<file path="src/rtl/rms_peak_meter.sv">
// RMS and peak meter for a 12-bit offset-binary sample stream.
// Each window of 2^LOG2N strobed samples yields a mean square and a peak |X-2048|.
// A bit-serial square-root engine turns the mean square into an RMS value while
// the next window keeps accumulating in parallel.
module rms_peak_meter #(
    parameter int LOG2N = 13
) (
    input  logic        clk,
    input  logic        rst,
    input  logic        ce,
    input  logic [11:0] X,
    output logic [11:0] RMS,
    output logic [11:0] PIC,
    output logic        ok_SQRT,
    output logic        Tmes,
    output logic        busy
);

    localparam int AW = 23 + LOG2N;

    typedef enum logic [1:0] {
        IDLE,
        SQRT,
        DONE
    } state_t;

    state_t            state;
    state_t            state_next;

    logic [AW-1:0]     acc;
    logic [AW-1:0]     acc_sum;
    logic [11:0]       peak;
    logic [11:0]       pend_peak;
    logic [11:0]       mag;
    logic [23:0]       sq_full;
    logic [LOG2N-1:0]  cnt;
    logic              win_close;
    logic              accept_new;
    logic              start_req;
    logic [22:0]       operand;
    logic [22:0]       mean;

    logic [23:0]       rad;
    logic [13:0]       rem;
    logic [13:0]       rem_next;
    logic [15:0]       rem_shift;
    logic [15:0]       trial;
    logic              root_bit;
    logic [11:0]       root;
    logic [3:0]        iter;

    // Sample magnitude, square, running sum, window-close detection and one sqrt step
    always_comb begin
        mag        = X[11] ? {1'b0, X[10:0]} : (12'd2048 - X);
        sq_full    = {12'd0, mag} * {12'd0, mag};
        acc_sum    = acc + AW'(sq_full);
        mean       = acc_sum[LOG2N +: 23];
        win_close  = ce && (cnt == '1);
        accept_new = win_close && (state == IDLE) && !start_req;
        rem_shift  = {rem, rad[23:22]};
        trial      = {2'b00, root, 2'b01};
        root_bit   = (rem_shift >= trial);
        rem_next   = root_bit ? 14'(rem_shift - trial) : 14'(rem_shift);
    end

    // State register of the sqrt sequencer
    always_ff @(posedge clk) begin
        if (rst) begin
            state <= IDLE;
        end else begin
            state <= state_next;
        end
    end

    // Next-state logic; the engine starts the cycle after an accepted window close
    always_comb begin
        state_next = state;
        busy       = 1'b0;
        case (state)
            IDLE: begin
                if (start_req) begin
                    state_next = SQRT;
                end
            end
            SQRT: begin
                busy = 1'b1;
                if (iter == 4'd0) begin
                    state_next = DONE;
                end
            end
            DONE: begin
                busy       = 1'b1;
                state_next = IDLE;
            end
            default: begin
                state_next = IDLE;
            end
        endcase
    end

    // Window accumulation; a close restarts the window and hands the result over only if the engine is free
    always_ff @(posedge clk) begin
        if (rst) begin
            acc       <= '0;
            peak      <= '0;
            cnt       <= '0;
            operand   <= '0;
            pend_peak <= '0;
            start_req <= 1'b0;
            Tmes      <= 1'b0;
        end else begin
            if (state == IDLE && start_req) begin
                start_req <= 1'b0;
            end
            if (ce) begin
                cnt <= cnt + 1'b1;
                if (win_close) begin
                    acc  <= '0;
                    peak <= '0;
                    Tmes <= ~Tmes;
                    if (accept_new) begin
                        operand   <= mean;
                        pend_peak <= (mag > peak) ? mag : peak;
                        start_req <= 1'b1;
                    end
                end else begin
                    acc <= acc_sum;
                    if (mag > peak) begin
                        peak <= mag;
                    end
                end
            end
        end
    end

    // Restoring square root, two radicand bits and one root bit per clock, then publish results
    always_ff @(posedge clk) begin
        if (rst) begin
            rad     <= '0;
            rem     <= '0;
            root    <= '0;
            iter    <= '0;
            RMS     <= '0;
            PIC     <= '0;
            ok_SQRT <= 1'b0;
        end else begin
            ok_SQRT <= 1'b0;
            case (state)
                IDLE: begin
                    if (start_req) begin
                        rad  <= {1'b0, operand};
                        rem  <= '0;
                        root <= '0;
                        iter <= 4'd11;
                    end
                end
                SQRT: begin
                    rem  <= rem_next;
                    root <= {root[10:0], root_bit};
                    rad  <= {rad[21:0], 2'b00};
                    iter <= iter - 4'd1;
                end
                DONE: begin
                    RMS     <= root;
                    PIC     <= pend_peak;
                    ok_SQRT <= 1'b1;
                end
                default: begin
                    ok_SQRT <= 1'b0;
                end
            endcase
        end
    end

endmodule
</file>
<file path="config.mk">
export PLATFORM = sky130hd
export DESIGN_NAME = rms_peak_meter
export DESIGN_NICKNAME = d
export VERILOG_FILES = /design/src/rtl/rms_peak_meter.sv
export SDC_FILE = /design/constraint.sdc
export NUM_CORES = 1
export LEC_CHECK = 0
export ABC_AREA = 1
export ABC_CLOCK_PERIOD_IN_PS = 6300
export BUFFER_PORTS_ARGS = -buffer_cell sky130_fd_sc_hd__buf_2
export CORE_ASPECT_RATIO = 1.2
export CORE_UTILIZATION = 25
export CTS_CLUSTER_DIAMETER = 50
export DETAILED_ROUTE_END_ITERATION = 8
export PLACE_DENSITY_LB_ADDON = 0.1
export SLEW_MARGIN = 20
export SYNTH_ARGS = -nofsm -noshare
export SYNTH_HDL_FRONTEND = slang
export SYNTH_SLANG_ARGS = --single-unit
</file>
<file path="constraint.sdc">
create_clock -name clk -period 6.3 [get_ports clk]
set_input_delay 0.945 -clock clk [delete_from_list [all_inputs] [get_ports clk]]
set_output_delay 0.945 -clock clk [all_outputs]
set_load 0.03 [all_outputs]
</file>
== After elaboration in Yosys (flattened, before gate mapping) ==
Index checks and enable logic that the tools add are counted.

* Muxes and demuxes: 22
* Order comparisons: 2
* Equality and inequality tests: 5
* Reduce and logical (&&, ||, !) cells: 13
* Multipliers: 1
* Bitwise gates (word level): 1
* Add/sub/neg operators: 5

{| class="wikitable"
|+ Operator list
! cell !! number
|-
| 12-bit two-way mux || 4
|-
| 24-bit case mux with 2 select lines || 1
|-
| 36-bit by 24-bit adder with 36-bit output || 1
|-
| 36-bit two-way mux || 1
|-
| 14-bit two-way mux || 2
|-
| 14-bit case mux with 2 select lines || 1
|-
| 12-bit by 12-bit multiplier with 24-bit output || 1
|-
| 24-bit two-way mux || 1
|-
| 12-bit case mux with 2 select lines || 1
|-
| 16-bit by 14-bit >= comparator with 1-bit output || 1
|-
| 14-bit subtractor || 1
|-
| 13-bit by 1-bit adder with 13-bit output, second input constant || 1
|-
| 13-bit equality test, second input constant || 1
|-
| 12-bit > comparator || 1
|-
| 12-bit subtractor, first input constant || 1
|-
| 4-bit case mux with 2 select lines || 1
|-
| 1-bit two-way mux || 6
|-
| 2-bit AND reduction || 3
|-
| 1-bit logical AND || 4
|-
| 4-bit logical NOT || 1
|-
| 2-bit two-way mux || 2
|-
| 4-bit two-way mux || 1
|-
| 2-bit inequality test, second input constant || 2
|-
| 2-bit case mux with 2 select lines || 1
|-
| other kinds (9) || 9
|}

* Input bits: 15
* Output and inout bits: 27
* Register bits after elaboration: 179

== Logic depth before layout (Yosys ltp) ==
* Depth after elaboration: 7
* Depth in mapped cells: 37
* Mapped depth without buffers: 36

== Worst setup path before layout ==
No wires, ideal clock.

* Path kind: in2reg
* From: input X[0]
* To: register acc[14]
* Data arrival time: 6.528 ns
* Stages: 28
* Setup slack: -0.299 ns
* Path buffers: 1
* Cells stage by stage: inv_1 > clkbuf_1 > ha_1 > nand2_1 > or2_2 > nand2_1 > nand2_1 > nand2_1 > inv_2 > nor2_1 > fa_1 > fa_1 > inv_1 > fa_1 > inv_1 > fa_1 > inv_1 > fa_1 > inv_1 > ha_1 > nand2_1 > inv_1 > nand2_1 > nand2_1 > nand3b_1 > xnor2_1 > or2_2 > a21oi_1

* Longest elaborated chain between the ends: 5

{| class="wikitable"
|+ RTL lines
! item !! line !! text
|-
| from (decl) || 11 || <nowiki>input logic [11:0] X,</nowiki>
|-
| 12-bit subtractor || 54 || <nowiki>mag = X[11] ? {1'b0, X[10:0]} : (12'd2048 - X);</nowiki>
|-
| 12-bit two-way mux * || 54 ||
|-
| 12-bit by 12-bit multiplier with 24-bit output * || 55 || <nowiki>sq_full = {12'd0, mag} * {12'd0, mag};</nowiki>
|-
| 36-bit by 24-bit adder with 36-bit output * || 56 || <nowiki>acc_sum = acc + AW'(sq_full);</nowiki>
|-
| 36-bit two-way mux * || 117 || <nowiki>if (win_close) begin</nowiki>
|-
| to (signal assigned) || 127 || <nowiki>acc <= acc_sum;</nowiki>
|-
| to (decl) || 30 || <nowiki>logic [AW-1:0] acc;</nowiki>
|}

Mark *: on every way between the ends. The rest lies on a longest branch, timed or not.
A chain may end at the register's enable or synchronous reset.

== Final worst setup path ==
Ends and elaborated chain as after synthesis.

==> results <==
- The number of warning messages in the yosys log is 0.
- The top-level I/O count is 42.
- The detailed router finished its first iteration with 523 violations.
- The net count of the finished layout is between 2000 and 2500.
- Data on the critical path is required at its endpoint by 6.69 ns.
- The number of failing setup endpoints in the final timing report is 0.
- The number of I/O port buffers is 41.
- After synthesis, the netlist uses 39 different library cells.
- The number of cells on the worst reg-to-reg path is 18.
- The run finished with clean final reports.
- The library cell used as clock root buffer is clkbuf_16.
- The path class of the tightest hold or removal check is flop to flop.
- The type of the worst setup path is input pin to flop.
- Setup repair after global routing left no endpoint under its margin.
- The highest-delay cell along the critical path is fa_1.
- The leading register cell type out of synthesis is dfxtp_1.
- The maximum fanout encountered on the critical timing path is 6.
- In the final routed layout, each cell accounts on average for around 15 um.
- Setup slack on the worst reg-to-reg path comes out at 2.17 ns.
- At the later pin of the worst-skew pair, clock insertion delay measures between 0.4 and 0.5 ns.
- The worst-case clock buffer depth is 2.
- On the worst path, the slowest cell contributes a delay of between 0.5 and 0.6 ns.
- For this run, the register share of the synthesized area comes to roughly a quarter.
- The shortest clock period the worst path allows after layout is roughly 6 ns.
- The TritonCTS clock tree is yes.
- The maximum number of pins on one net before global-route repair is 52.
- The total number of placement rows is 94.
- Summing every instance area after synthesis gives 14060 um^2.
- The starting density of the core is 25.48%.
- Fill cells in the final layout number between 6000 and 7000.
- Static timing analysis puts the maximum clock frequency at ~0.17 GHz.
- Of all cell types, the one taking the most synthesized area is dfxtp_1.
- In the routed design, unresolved DRC markers number 0.
- The worst setup path is captured at a flop.
- For the pin with the worst max-slew slack, the measured transition is slightly above 0.8 ns.
- The total length of routed wires is 43.22 mm.
- The final-report max-slew violation count is 0.
- The overall global routing resource usage is around 16%.
- The worst setup margin is around 0.32 ns.
- The first global-routing pass estimated about 70 mm of wire.
- The CTS H-tree depth is 4.
- The number of max-capacitance violations reported is 0.
- Detailed placement finished with a half-perimeter wire length of around 34 mm.
- The launch point of the worst reg-to-reg path is acc[11].
- Clock-pin slew was measured on the worst setup and hold paths at about 0.08 ns.
- The TritonCTS sink count is approximately 180.
- The synthesized design devotes to its leading area cell type about 25% of total area.
- Across all hold checks on the routed design, the worst slack comes to 0.4673 ns.
- The area enclosed by the die boundary is between 50000 and 60000 um^2.
- The chip height is approximately 260 um.
- The pre-CTS setup slack is -0.5679 ns.
- Counting flops with a built-in enable in the synthesized netlist gives 0.
- The die boundary width is 218.5 um.
- The global placement routability congestion is roughly 0.88.
- The source of the critical timing path is X[0].
- The end of the worst register-to-register path is acc[14].
- The worst setup path is launched from an input pin.
- The layout-stage area growth over the synthesis result is 20.18%.
- The diode insertion count for antenna repair is 0.
- The initial antenna violation count came to 0.
- In the synthesized netlist, the cells that appear most often are nand2_1 (561), inv_1 (423), dfxtp_1 (179).
- The hold path endpoint is rad[0].
- The number of post-CTS setup repair buffers is 0.
- The floorplan step defined a core boundary enclosing ~55000 um^2.
- In this run the mean area of a mapped cell was just under 7 um^2.
- The leakage power figure is about 8.4 nW.
- The most instantiated library cell after synthesis is nand2_1.
- The post-synthesis register bit count is 179.
- The total power is roughly 9.1 mW.
- The post-synthesis cell count is slightly above 2000.
- In this design, the largest share of critical-path delay is due to adder cells.
- The final clock period utilization by the worst path is 95.00%.
- The ratio of total power to cell area is approximately 540 nW/um^2.
- The global route total overflow is 0.
- The startpoint identified for the worst hold timing path is rad[0].
- The arrival time of data at the critical path endpoint is roughly 6.4 ns.
- The number of buffers and inverters on the critical path is 9.
- Cells fill 30.63% of the core in the end.
- The proportion of register bits with asynchronous set or reset after synthesis is 0%.
- The share of final-layout standard cells stronger than drive strength 1 is ~14%.
- The worst slew margin relative to its limit is roughly 46%.
- The number of buffers added by the clock tree synthesis step is 17.
- The number of stages on the worst hold path is 2.
- The hold violation total from the final report is 0.
- By area the synthesized netlist is led by dfxtp_1 (25%), nand2_1 (15%), fa_1 (15%).
- For this run, the detailed router's first-pass iteration total came to 5.
- The clock tree skew after final layout is between 0.01 and 0.015 ns.
- Using the TritonRoute via totals, the vias-per-cell ratio works out to 4.281.
- The via count of the first global-routing pass is between 10000 and 15000.
- The total number of vias is between 10000 and 15000.
- In this run the remaining antenna-violating nets after routing total 0.
- The worst-case IR drop observed on VDD is 0.0003619 V.
-- worst max-delay path by stage --
stage,endpoint,slack (ns),depth (start not counted)
global placement,operand[6],-0.56,31
floorplan,acc[14],-0.007,31
finish,acc[14],0.32,28
global route,acc[14],0.004,32
detailed placement,operand[6],-0.57,29
CTS,acc[14],0.03,28
-- what timing repair did --
action / CTS / global route
cloned: 0 / 0
hold buffers: 0 / 0
resized for setup: 4 / 70
setup endpoints to repair: 2 / 50
pin swaps: 0 / 6
-- per-layer routing --
| layer | wire, um | global-route usage (%) | up-vias |
|---|---|---|---|
| li1 | - | - | 6539 |
| met1 | 19880 | 19.64 | 5808 |
| met2 | 22070 | 29.21 | 118 |
| met3 | 738 | 1.481 | 22 |
| met4 | 535 | 3.866 | 0 |
| met5 | 0 | 0 | - |
-- placed cells by master (no fill, tap or decap), types with 17 or more instances in the layout --
| master | n |
|---|---|
| a21oi_1 | 134 |
| a31oi_1 | 23 |
| buf_2 | 40 |
| buf_4 | 139 |
| clkbuf_16 | 17 |
| dfxtp_1 | 179 |
| fa_1 | 101 |
| ha_1 | 85 |
| inv_1 | 416 |
| nand2_1 | 544 |
| nand2_2 | 17 |
| nand3_1 | 88 |
| nor2_1 | 113 |
| nor2_2 | 28 |
| o21a_1 | 18 |
| o21ai_0 | 88 |
-- where the power goes --
| part | switching, mW | internal (mW) |
|---|---|---|
| Sequential | 0.0529 | 1.21 |
| Clock | 0.538 | 0.680 |
| Combinational | 3.70 | 2.92 |
| Total | 4.29 | 4.81 |
-- kinds of logic after synthesis --
family                   after synthesis  share of synthesized area, %
AO/OA/AOI/OAI                        302                         11.78
XOR/XNOR                              24                         1.549
adder cells (fa/ha/maj)              198                         23.07
buffers and inverters                492                         13.66
flip-flops                           179                         25.49
other                                  2                       0.05342
AND/OR/NAND/NOR                      844                         24.39
-- flip-flops by register name, indices dropped and copies added (netlist names) --
name / count
PIC: 12
cnt: 13
rad: 24
iter: 4
peak: 12
state: 2
operand: 23
ok_SQRT: 1
rem: 14
start_req: 1
acc: 36
root: 12
RMS: 12
pend_peak: 12
Tmes: 1
-- final cells by class --
| class | instances | area [um^2] | area share [%] |
|---|---|---|---|
| Sequential cell | 179 | 3583 | 21.21 |
| Multi-Input combinational cell | 1377 | 8885 | 52.59 |
| Clock inverter | 14 | 214.0 | 1.266 |
| Timing Repair Buffer | 181 | 1266 | 7.495 |
| Clock buffer | 18 | 429.2 | 2.540 |
| Tap cell | 720 | 900.9 | 5.333 |
| Inverter | 428 | 1615 | 9.562 |
-- per-stage QoR --
stage,TNS (ns),instance area (um^2),cells
5_1_grt,0,16890,2917
6_report,0,16890,2917
3_5_place_dp,-17.26,15960,2885
3_3_place_gp,-15.99,15960,2885
4_1_cts,0,16620,2917
2_1_floorplan,-0.007339,14110,2048
-- worst reg2reg max path, stage by stage, from the launching register on --
cell	delay (ns)
dfxtp_1	0.34
inv_1	0.07
fa_1	0.53
inv_1	0.05
fa_1	0.46
fa_1	0.48
inv_1	0.05
fa_1	0.52
inv_1	0.06
ha_4	0.26
nand2_1	0.07
nand2_1	0.07
nand2_1	0.06
nand2_1	0.08
nand3b_1	0.26
buf_4	0.19
xnor2_1	0.13
or2_2	0.27
a21oi_1	0.11
Note: power is estimated with default switching activity, not from simulation.
